--- src/rtl/control_pipeline.sv ---
`default_nettype none
// ============================================================================
// Module   : control_pipeline
// Purpose  : Carries decoded MIPS control through the ID/EX, EX/MEM and
//            MEM/WB boundaries. Inserts a bubble into EX on a load-use stall
//            and squashes EX and MEM on a taken branch.
// Options  : CTRL_PIPE_PERF_EN adds saturating stall and flush counters.
// Revision : 1.0 - initial release
// ============================================================================
module control_pipeline #(
  parameter int ALU_OP_WIDTH = 3,
  parameter int CNT_WIDTH    = 16
) (
  input  logic                    clk,
  input  logic                    reset,
  input  logic                    id_valid_i,
  input  logic                    reg_dst_i,
  input  logic                    alu_src_i,
  input  logic                    mem_to_reg_i,
  input  logic                    reg_write_i,
  input  logic                    mem_read_i,
  input  logic                    mem_write_i,
  input  logic                    branch_ne_i,
  input  logic                    branch_eq_i,
  input  logic [ALU_OP_WIDTH-1:0] alu_op_i,
  input  logic                    stall_i,
  input  logic                    flush_i,
  output logic                    ex_valid_o,
  output logic                    ex_reg_dst_o,
  output logic                    ex_alu_src_o,
  output logic [ALU_OP_WIDTH-1:0] ex_alu_op_o,
  output logic                    ex_mem_read_o,
  output logic                    ex_reg_write_o,
  output logic                    mem_valid_o,
  output logic                    mem_mem_read_o,
  output logic                    mem_mem_write_o,
  output logic                    mem_branch_eq_o,
  output logic                    mem_branch_ne_o,
  output logic                    mem_reg_write_o,
  output logic                    wb_valid_o,
  output logic                    wb_mem_to_reg_o,
  output logic                    wb_reg_write_o
`ifdef CTRL_PIPE_PERF_EN
  ,
  output logic [CNT_WIDTH-1:0]    stall_cnt_o,
  output logic [CNT_WIDTH-1:0]    flush_cnt_o
`endif
);

  // Full control word held in ID/EX; branch/memory/write-back fields ride
  // along even though EX itself only exposes a subset.
  typedef struct packed {
    logic                    valid;
    logic                    reg_dst;
    logic                    alu_src;
    logic                    mem_to_reg;
    logic                    reg_write;
    logic                    mem_read;
    logic                    mem_write;
    logic                    branch_ne;
    logic                    branch_eq;
    logic [ALU_OP_WIDTH-1:0] alu_op;
  } ex_ctrl_t;

  typedef struct packed {
    logic valid;
    logic mem_to_reg;
    logic reg_write;
    logic mem_read;
    logic mem_write;
    logic branch_ne;
    logic branch_eq;
  } mem_ctrl_t;

  typedef struct packed {
    logic valid;
    logic mem_to_reg;
    logic reg_write;
  } wb_ctrl_t;

  ex_ctrl_t  ex_d,  ex_q;
  mem_ctrl_t mem_d, mem_q;
  wb_ctrl_t  wb_d,  wb_q;

  // Next-state for all three stage registers. A bubble is an all-zero word,
  // so the "no write from a bubble" invariant holds by construction and is
  // simply propagated downstream.
  always_comb begin
    ex_d  = '0;
    mem_d = '0;
    wb_d  = '0;

    // ID/EX: flush outranks stall; both, or an empty ID slot, give a bubble.
    if (!flush_i && !stall_i && id_valid_i) begin
      ex_d.valid      = 1'b1;
      ex_d.reg_dst    = reg_dst_i;
      ex_d.alu_src    = alu_src_i;
      ex_d.mem_to_reg = mem_to_reg_i;
      ex_d.reg_write  = reg_write_i;
      ex_d.mem_read   = mem_read_i;
      ex_d.mem_write  = mem_write_i;
      ex_d.branch_ne  = branch_ne_i;
      ex_d.branch_eq  = branch_eq_i;
      ex_d.alu_op     = alu_op_i;
    end

    // EX/MEM: squashed only by a taken branch (the instruction in EX is on
    // the wrong path); a stall does not hold EX, it only bubbles behind it.
    if (!flush_i) begin
      mem_d.valid      = ex_q.valid;
      mem_d.mem_to_reg = ex_q.mem_to_reg;
      mem_d.reg_write  = ex_q.reg_write;
      mem_d.mem_read   = ex_q.mem_read;
      mem_d.mem_write  = ex_q.mem_write;
      mem_d.branch_ne  = ex_q.branch_ne;
      mem_d.branch_eq  = ex_q.branch_eq;
    end

    // MEM/WB: unconditional; the resolving branch itself must complete.
    wb_d.valid      = mem_q.valid;
    wb_d.mem_to_reg = mem_q.mem_to_reg;
    wb_d.reg_write  = mem_q.reg_write;
  end

  // Stage registers; async reset drops all in-flight control at once.
  always_ff @(posedge clk or negedge reset) begin
    if (!reset) begin
      ex_q  <= '0;
      mem_q <= '0;
      wb_q  <= '0;
    end else begin
      ex_q  <= ex_d;
      mem_q <= mem_d;
      wb_q  <= wb_d;
    end
  end

  // Outputs come straight from the stage registers.
  always_comb begin
    ex_valid_o      = ex_q.valid;
    ex_reg_dst_o    = ex_q.reg_dst;
    ex_alu_src_o    = ex_q.alu_src;
    ex_alu_op_o     = ex_q.alu_op;
    ex_mem_read_o   = ex_q.mem_read;
    ex_reg_write_o  = ex_q.reg_write;
    mem_valid_o     = mem_q.valid;
    mem_mem_read_o  = mem_q.mem_read;
    mem_mem_write_o = mem_q.mem_write;
    mem_branch_eq_o = mem_q.branch_eq;
    mem_branch_ne_o = mem_q.branch_ne;
    mem_reg_write_o = mem_q.reg_write;
    wb_valid_o      = wb_q.valid;
    wb_mem_to_reg_o = wb_q.mem_to_reg;
    wb_reg_write_o  = wb_q.reg_write;
  end

`ifdef CTRL_PIPE_PERF_EN
  logic [CNT_WIDTH-1:0] stall_cnt_d, stall_cnt_q;
  logic [CNT_WIDTH-1:0] flush_cnt_d, flush_cnt_q;

  // Saturating event counters. A stall only counts when it actually bubbles
  // a real instruction and is not overridden by a flush.
  always_comb begin
    stall_cnt_d = stall_cnt_q;
    flush_cnt_d = flush_cnt_q;
    if (stall_i && !flush_i && id_valid_i && !(&stall_cnt_q)) begin
      stall_cnt_d = stall_cnt_q + 1'b1;
    end
    if (flush_i && !(&flush_cnt_q)) begin
      flush_cnt_d = flush_cnt_q + 1'b1;
    end
  end

  // Counter registers, cleared with the pipeline.
  always_ff @(posedge clk or negedge reset) begin
    if (!reset) begin
      stall_cnt_q <= '0;
      flush_cnt_q <= '0;
    end else begin
      stall_cnt_q <= stall_cnt_d;
      flush_cnt_q <= flush_cnt_d;
    end
  end

  assign stall_cnt_o = stall_cnt_q;
  assign flush_cnt_o = flush_cnt_q;
`endif

endmodule
`default_nettype wire
--- config.mk ---
export PLATFORM = sky130hd
export DESIGN_NAME = control_pipeline
export DESIGN_NICKNAME = d
export VERILOG_FILES = /design/src/rtl/control_pipeline.sv
export SDC_FILE = /design/constraint.sdc
export NUM_CORES = 1
export LEC_CHECK = 0
export CORE_UTILIZATION = 37
export CTS_CLUSTER_SIZE = 12
export DETAILED_ROUTE_END_ITERATION = 8
export GPL_TIMING_DRIVEN = 0
export PLACE_DENSITY = 0.73
export REMOVE_ABC_BUFFERS = 1
export SLEW_MARGIN = 10
export SYNTH_ARGS = -nofsm -noshare
export SYNTH_HDL_FRONTEND = slang
export SYNTH_SLANG_ARGS = --single-unit
export TNS_END_PERCENT = 10
--- constraint.sdc ---
create_clock -name clk -period 0.8 [get_ports clk]
set_input_delay 0.16 -clock clk [delete_from_list [all_inputs] [get_ports clk]]
set_output_delay 0.16 -clock clk [all_outputs]
set_load 0.005 [all_outputs]
==> results.toml, run 1 <==
[run_status]
status = "finished, violations left"
violations = "negative hold slack, negative setup slack"

[pwr]
swShare = 0.199
leakage_nw = 0.565
ir_worst_vdd_v = 0.00104
pwr-share-comb = 0.096
p_clk_frac = 0.303
p_per_area_mw_per_mm2 = 1770
power_frac_seq = 0.601
power_mw = 1.90
p_sw_uw = 378
intPower_mw = 1.52

[route]
drc = 0
met1_length_microns = 606
num_vias = 476
wl_per_cell_microns = 12.0
top_layer = "met4"
dr.pass1.iters = 4
routed-wl-met2_microns = 542
first_iter_violations = 3
viasPerCell = 4.49
wl_met3_microns = 118
drt-total-wl_mm = 1.28
ant_nets = 0

[setup_path]
critPathMaxStageDelay_ns = 0.39
crit_start = "mem_valid_o"
critPathKind = "flip-flop to primary output"
crit_family = "flip-flops"
cp-end-kind = "primary output"
crit_required_ns = 0.64
reg2reg_from = "ex_reg_write_o"
cp_data_arrival_time_ns = 0.81
cp_cell_sequence = "buf_2"
crit_fanout = 2
critPathSlowestCell = "dfrtp_1"
crit_path_start_kind = "flip-flop"
path_buf_inv = 1

[synth]
ys_seq_area_frac = 0.685
ys_seq_elements = 22
syn-instance-count = 47
ys_types = 9
yosys-top-cells-area = "dfrtp_1 69%, and4bb_2 11%, nor4bb_4 6.2%"
syn_area_sq_um = 803
synth_top_area_share = 0.685
syn_avg_cell_area_sq_um = 17.1
yosys_warnings = 0
yosys.area.top_type = "dfrtp_1"

[global_routing]
grt_max_degree = 23
grt_pass1_wl_mm = 2.24
antenna_found_initial = 0
track_usage = 0.128
grt_pass1_vias = 464
grt-ovfl-total = 0

[final_layout]
largest_reg_flops = 4
nNetsFinal = 96
top_register = "ex_q"
antenna_cells = 0
area_delta_synth_final_pct = 33.3
drive_gt1_frac = 0.418

[die]
design.core.area_sq_mm = 0.00200
die_h_microns = 48.6
row_count = 16
ios = 33
start_util = 0.401
dieArea_sq_mm = 0.00236
die_width_microns = 48.6

[placed_design]
preCtsSetupSlack_ns = -0.714
io_buffers = 32
detailed_place_hpwl_microns = 832
gp_congestion = 0.636

[timing]
finalCritPeriodShare = 1.22
hold_slack_ns = -0.186
finalCriticalPeriod_ns = 0.973
tightest_slew_ns = 0.707
hold_viol_final = 22
drv_slew = 0
fmax_ghz = 1.03
rsz0062_at_grt = "true"
fin_skew_ns = 0.00678
setup_viol = 25
maxSlewHeadroom = 0.529
fin_ws_ns = -0.173

[job]
drv_cap = 0

[clocking]
cts_tree = "yes"
cts.sinks = 22
cts_hold_buf = 0
htree_levels = 1
clockRootBuffer = "clkbuf_4"
clock_latency_ns = 0.29
cts_made_buffers = 3
cts_buffer_depth = 2
clkTransAtPathRegs_ns = 0.11

[worst_hold_path]
hold_class = "input port to asynchronous set/reset pin"
-- synth_stat cells --
library cell and count:
nor4bb_1 2, buf_2 2, buf_6 1, nor3b_1 1
buf_4 3, dfrtp_1 22, and4bb_2 7, nor2b_1 7
nor4bb_4 2
-- power groups by stage --
stage / combinational, mW / sequential (mW) / clock [mW]
3_3_place_gp: 0.206 / 1.16 / 0
2_1_floorplan: 0.0411 / 1.17 / 0
3_5_place_dp: 0.208 / 1.16 / 0
4_1_cts: 0.185 / 1.14 / 0.620
5_1_grt: 0.201 / 1.14 / 0.667
6_report: 0.182 / 1.14 / 0.575
-- layout by cell type, fill, tap and decap left out, drive strengths merged --
master / instances
nor2b: 7
clkbuf: 5
dlygate4sd2: 3
dfrtp: 22
and4bb: 7
buf: 19
nor3b: 1
nor4bb: 4
clkdlybuf4s50: 11
-- layer usage --
metal | up-vias | track usage
li1 | 226 | -
met4 | 0 | 0.0735
met5 | - | 0
met2 | 26 | 0.178
met3 | 4 | 0.0377
met1 | 220 | 0.178
-- path summary, 6_finish.rpt --
path	to	slack, ns	cells after the start
hold reg to reg	wb_mem_to_reg_o	0.36	0
max in group asynchronous	mem_mem_read_o	0.64	1
setup / recovery	mem_valid_o	-0.17	1
min in group clk	wb_mem_to_reg_o	0.36	0
hold / removal	ex_alu_op_o[0]	-0.19	1
setup reg to reg	mem_reg_write_o	0.16	1
-- through the flow --
stage | area, sq um | utilization | hold slack (ns) | setup TNS, ns | instances
2_1_floorplan | 759 | - | -0.136 | 0 | 41
4_1_cts | 1070 | 0.537 | 0.123 | -3.68 | 106
5_1_grt | 1070 | 0.535 | -0.168 | -4.97 | 106
3_3_place_gp | 1110 | 0.556 | 0.333 | -26.23 | 100
6_report | 1070 | 0.535 | -0.186 | -3.40 | 106
3_5_place_dp | 1110 | 0.556 | 0.339 | -27.00 | 100
-- cells by family after synthesis --
group,count (synthesis),synth area share
AND/OR/NAND/NOR,19,0.260
buffers and inverters,6,0.0545
flip-flops,22,0.685
-- area by class of cell --
class,count,area [sq um]
well taps,27,33.8
repair buffers,34,241
clock buffers,4,36.3
multi-input cells,19,209
fillers,182,931
flip-flops and latches,22,551
-- repair_timing --
item	CTS	global route
resized for setup	69	2
hold endpoints to repair	0	22
buffers inserted	2	0
endpoints found under the setup margin	58	58
pin swaps	0	0
(Power assumes the default switching activity.)
==> run 2, diff against run 1 <==
--- a/config.mk
+++ b/config.mk
@@ -5,11 +5,11 @@
 export SDC_FILE = /design/constraint.sdc
 export NUM_CORES = 1
 export LEC_CHECK = 0
-export CORE_UTILIZATION = 37
+export CORE_UTILIZATION = 44
 export CTS_CLUSTER_SIZE = 12
 export DETAILED_ROUTE_END_ITERATION = 8
 export GPL_TIMING_DRIVEN = 0
-export PLACE_DENSITY = 0.73
+export PLACE_DENSITY = 0.82
 export REMOVE_ABC_BUFFERS = 1
 export SLEW_MARGIN = 10
 export SYNTH_ARGS = -nofsm -noshare
==> constraint.sdc (replaced) <==
create_clock -name clk -period 1.25 [get_ports clk]
set_input_delay 0.25 -clock clk [delete_from_list [all_inputs] [get_ports clk]]
set_output_delay 0.25 -clock clk [all_outputs]
set_load 0.005 [all_outputs]
==> results.toml, run 2 (synthesis results as in run 1) <==
[timing]
finalCritPeriodShare = 0.956
fmax_ghz = 0.837
hold_viol_final = 0
maxSlewHeadroom = 0.384
tightest_slew_ns = 0.921
setup_viol = 0
fin_ws_ns = 0.0551
finalCriticalPeriod_ns = 1.19
setup_tns_ns = 0
fin_skew_ns = 0.00244
drv_slew = 0
rsz0062_at_grt = "false"

[job]
drv_cap = 0

[setup_path]
critPathMaxStageDelay_ns = 0.39
cp-end-kind = "primary output"
cp_data_arrival_time_ns = 0.94
critPathKind = "flip-flop to primary output"
reg2reg_setup_slack_ns = 0.61
crit_path_start_kind = "flip-flop"
cp_cell_sequence = "dlygate4sd2_1"
rr_worst_depth = 1
crit_required_ns = 1.00
r2r-end = "mem_valid_o"
reg2reg_from = "ex_valid_o"
crit_fanout = 2
critPathSlowestCell = "dfrtp_1"
crit_family = "flip-flops"
path_buf_inv = 1

[global_routing]
antenna_found_initial = 0
grt_pass1_vias = 455
grt_pass1_wl_mm = 2.00
grt-ovfl-total = 0
track_usage = 0.149
grt_max_degree = 23

[final_layout]
largest_reg_flops = 4
top_register = "ex_q"
final_area_sq_mm = 0.00113
nNetsFinal = 94
antenna_cells = 0
most-common-layout-cells = "22 x dfrtp_1, 16 x dlygate4sd2_1, 14 x clkdlybuf4s50_1, 7 x and4bb_2, 7 x nor2b_1"
layout_commonest_cell = "dfrtp_1"
multi_input_area_sq_um = 209
drive_gt1_frac = 0.169
area_delta_synth_final_pct = 40.3
fillCellCount = 138
seqCellArea_sq_um = 551

[pwr]
power_frac_seq = 0.600
leakage_nw = 0.587
intPower_uw = 979
power_mw = 1.22
swShare = 0.197
p_clk_frac = 0.301
p_sw_uw = 240
p_per_area_mw_per_mm2 = 1080
ir_worst_vdd_v = 0.000686
pwr-share-comb = 0.100

[placed_design]
gp_congestion = 0.711
place_area_sq_mm = 0.00111
preCtsSetupSlack_ns = -0.369
io_buffers = 32
detailed_place_hpwl_microns = 843

[die]
dieArea_sq_mm = 0.00200
die_width_microns = 44.7
start_util = 0.465
design.core.area_sq_mm = 0.00173
die_h_microns = 44.7
ios = 33
row_count = 15

[route]
first_iter_violations = 1
drc = 0
dr.pass1.iters = 2
drt-total-wl_mm = 1.25
viasPerCell = 4.54
wl_per_cell_microns = 12.3
ant_nets = 0
num_vias = 463

[clocking]
cts.sinks = 22
cts_tree = "yes"
clock_latency_ns = 0.29
cts_hold_buf = 0
cts_made_buffers = 3
clockRootBuffer = "clkbuf_4"
post_cts_buffers = 0
cts_buffer_depth = 2
htree_levels = 1
cts_resized = 18
clkTransAtPathRegs_ns = 0.11

[worst_hold_path]
min_to = "wb_mem_to_reg_o"
hold_start = "mem_q[5]"
holdPathStages = 0
hold_class = "flip-flop to flip-flop"

[run_status]
status = "finished, final reports clean"
run 2: changes by cell type in the layout (fill, tap and decap cells not counted):
cell / delta
buf_2: -17
clkdlybuf4s50_1: +3
buf_4: -2
dlygate4sd2_1: +13
clkbuf_2: -1
clkdlybuf4s15_1: +2
run 2: power by group through the flow:
stage / combinational [mW] / clock (mW) / sequential (mW)
5_1_grt: 0.133 / 0.417 / 0.733
3_3_place_gp: 0.130 / 0 / 0.745
4_1_cts: 0.124 / 0.388 / 0.731
6_report: 0.121 / 0.366 / 0.731
2_1_floorplan: 0.0263 / 0 / 0.747
3_5_place_dp: 0.132 / 0 / 0.746
run 2: worst max-delay path by stage:
| stage | start | end | depth (start not counted) |
|---|---|---|---|
| floorplan | mem_reg_write_o | mem_reg_write_o | 0 |
| detailed placement | flush_i | ex_q[4] | 2 |
| finish | mem_valid_o | mem_valid_o | 1 |
| CTS | mem_reg_write_o | mem_reg_write_o | 1 |
| global route | ex_mem_read_o | ex_mem_read_o | 1 |
| global placement | flush_i | ex_reg_write_o | 2 |
run 2: metrics by stage:
stage	util	hold WS, ns	std cells
final	0.653	0.361	102
after global routing	0.653	0.364	102
after CTS	0.651	0.363	102
after detailed placement	0.643	0.337	98
after global placement	0.643	0.333	98
after floorplan	-	-0.0456	41
run 2: routing by layer:
metal / global-route usage / wire length [microns] / vias up
met1: 0.175 / 522 / 218
li1: - / - / 218
met3: 0.0560 / 119 / 2
met2: 0.232 / 601 / 25
met5: 0 / 0 / -
met4: 0.0909 / 7 / 0
run 2: final cells by class:
class | count | area share
clock buffer | 4 | 0.0322
multi-input combinational | 19 | 0.185
sequential | 22 | 0.488
tap | 25 | 0.0277
timing repair buffer | 32 | 0.266
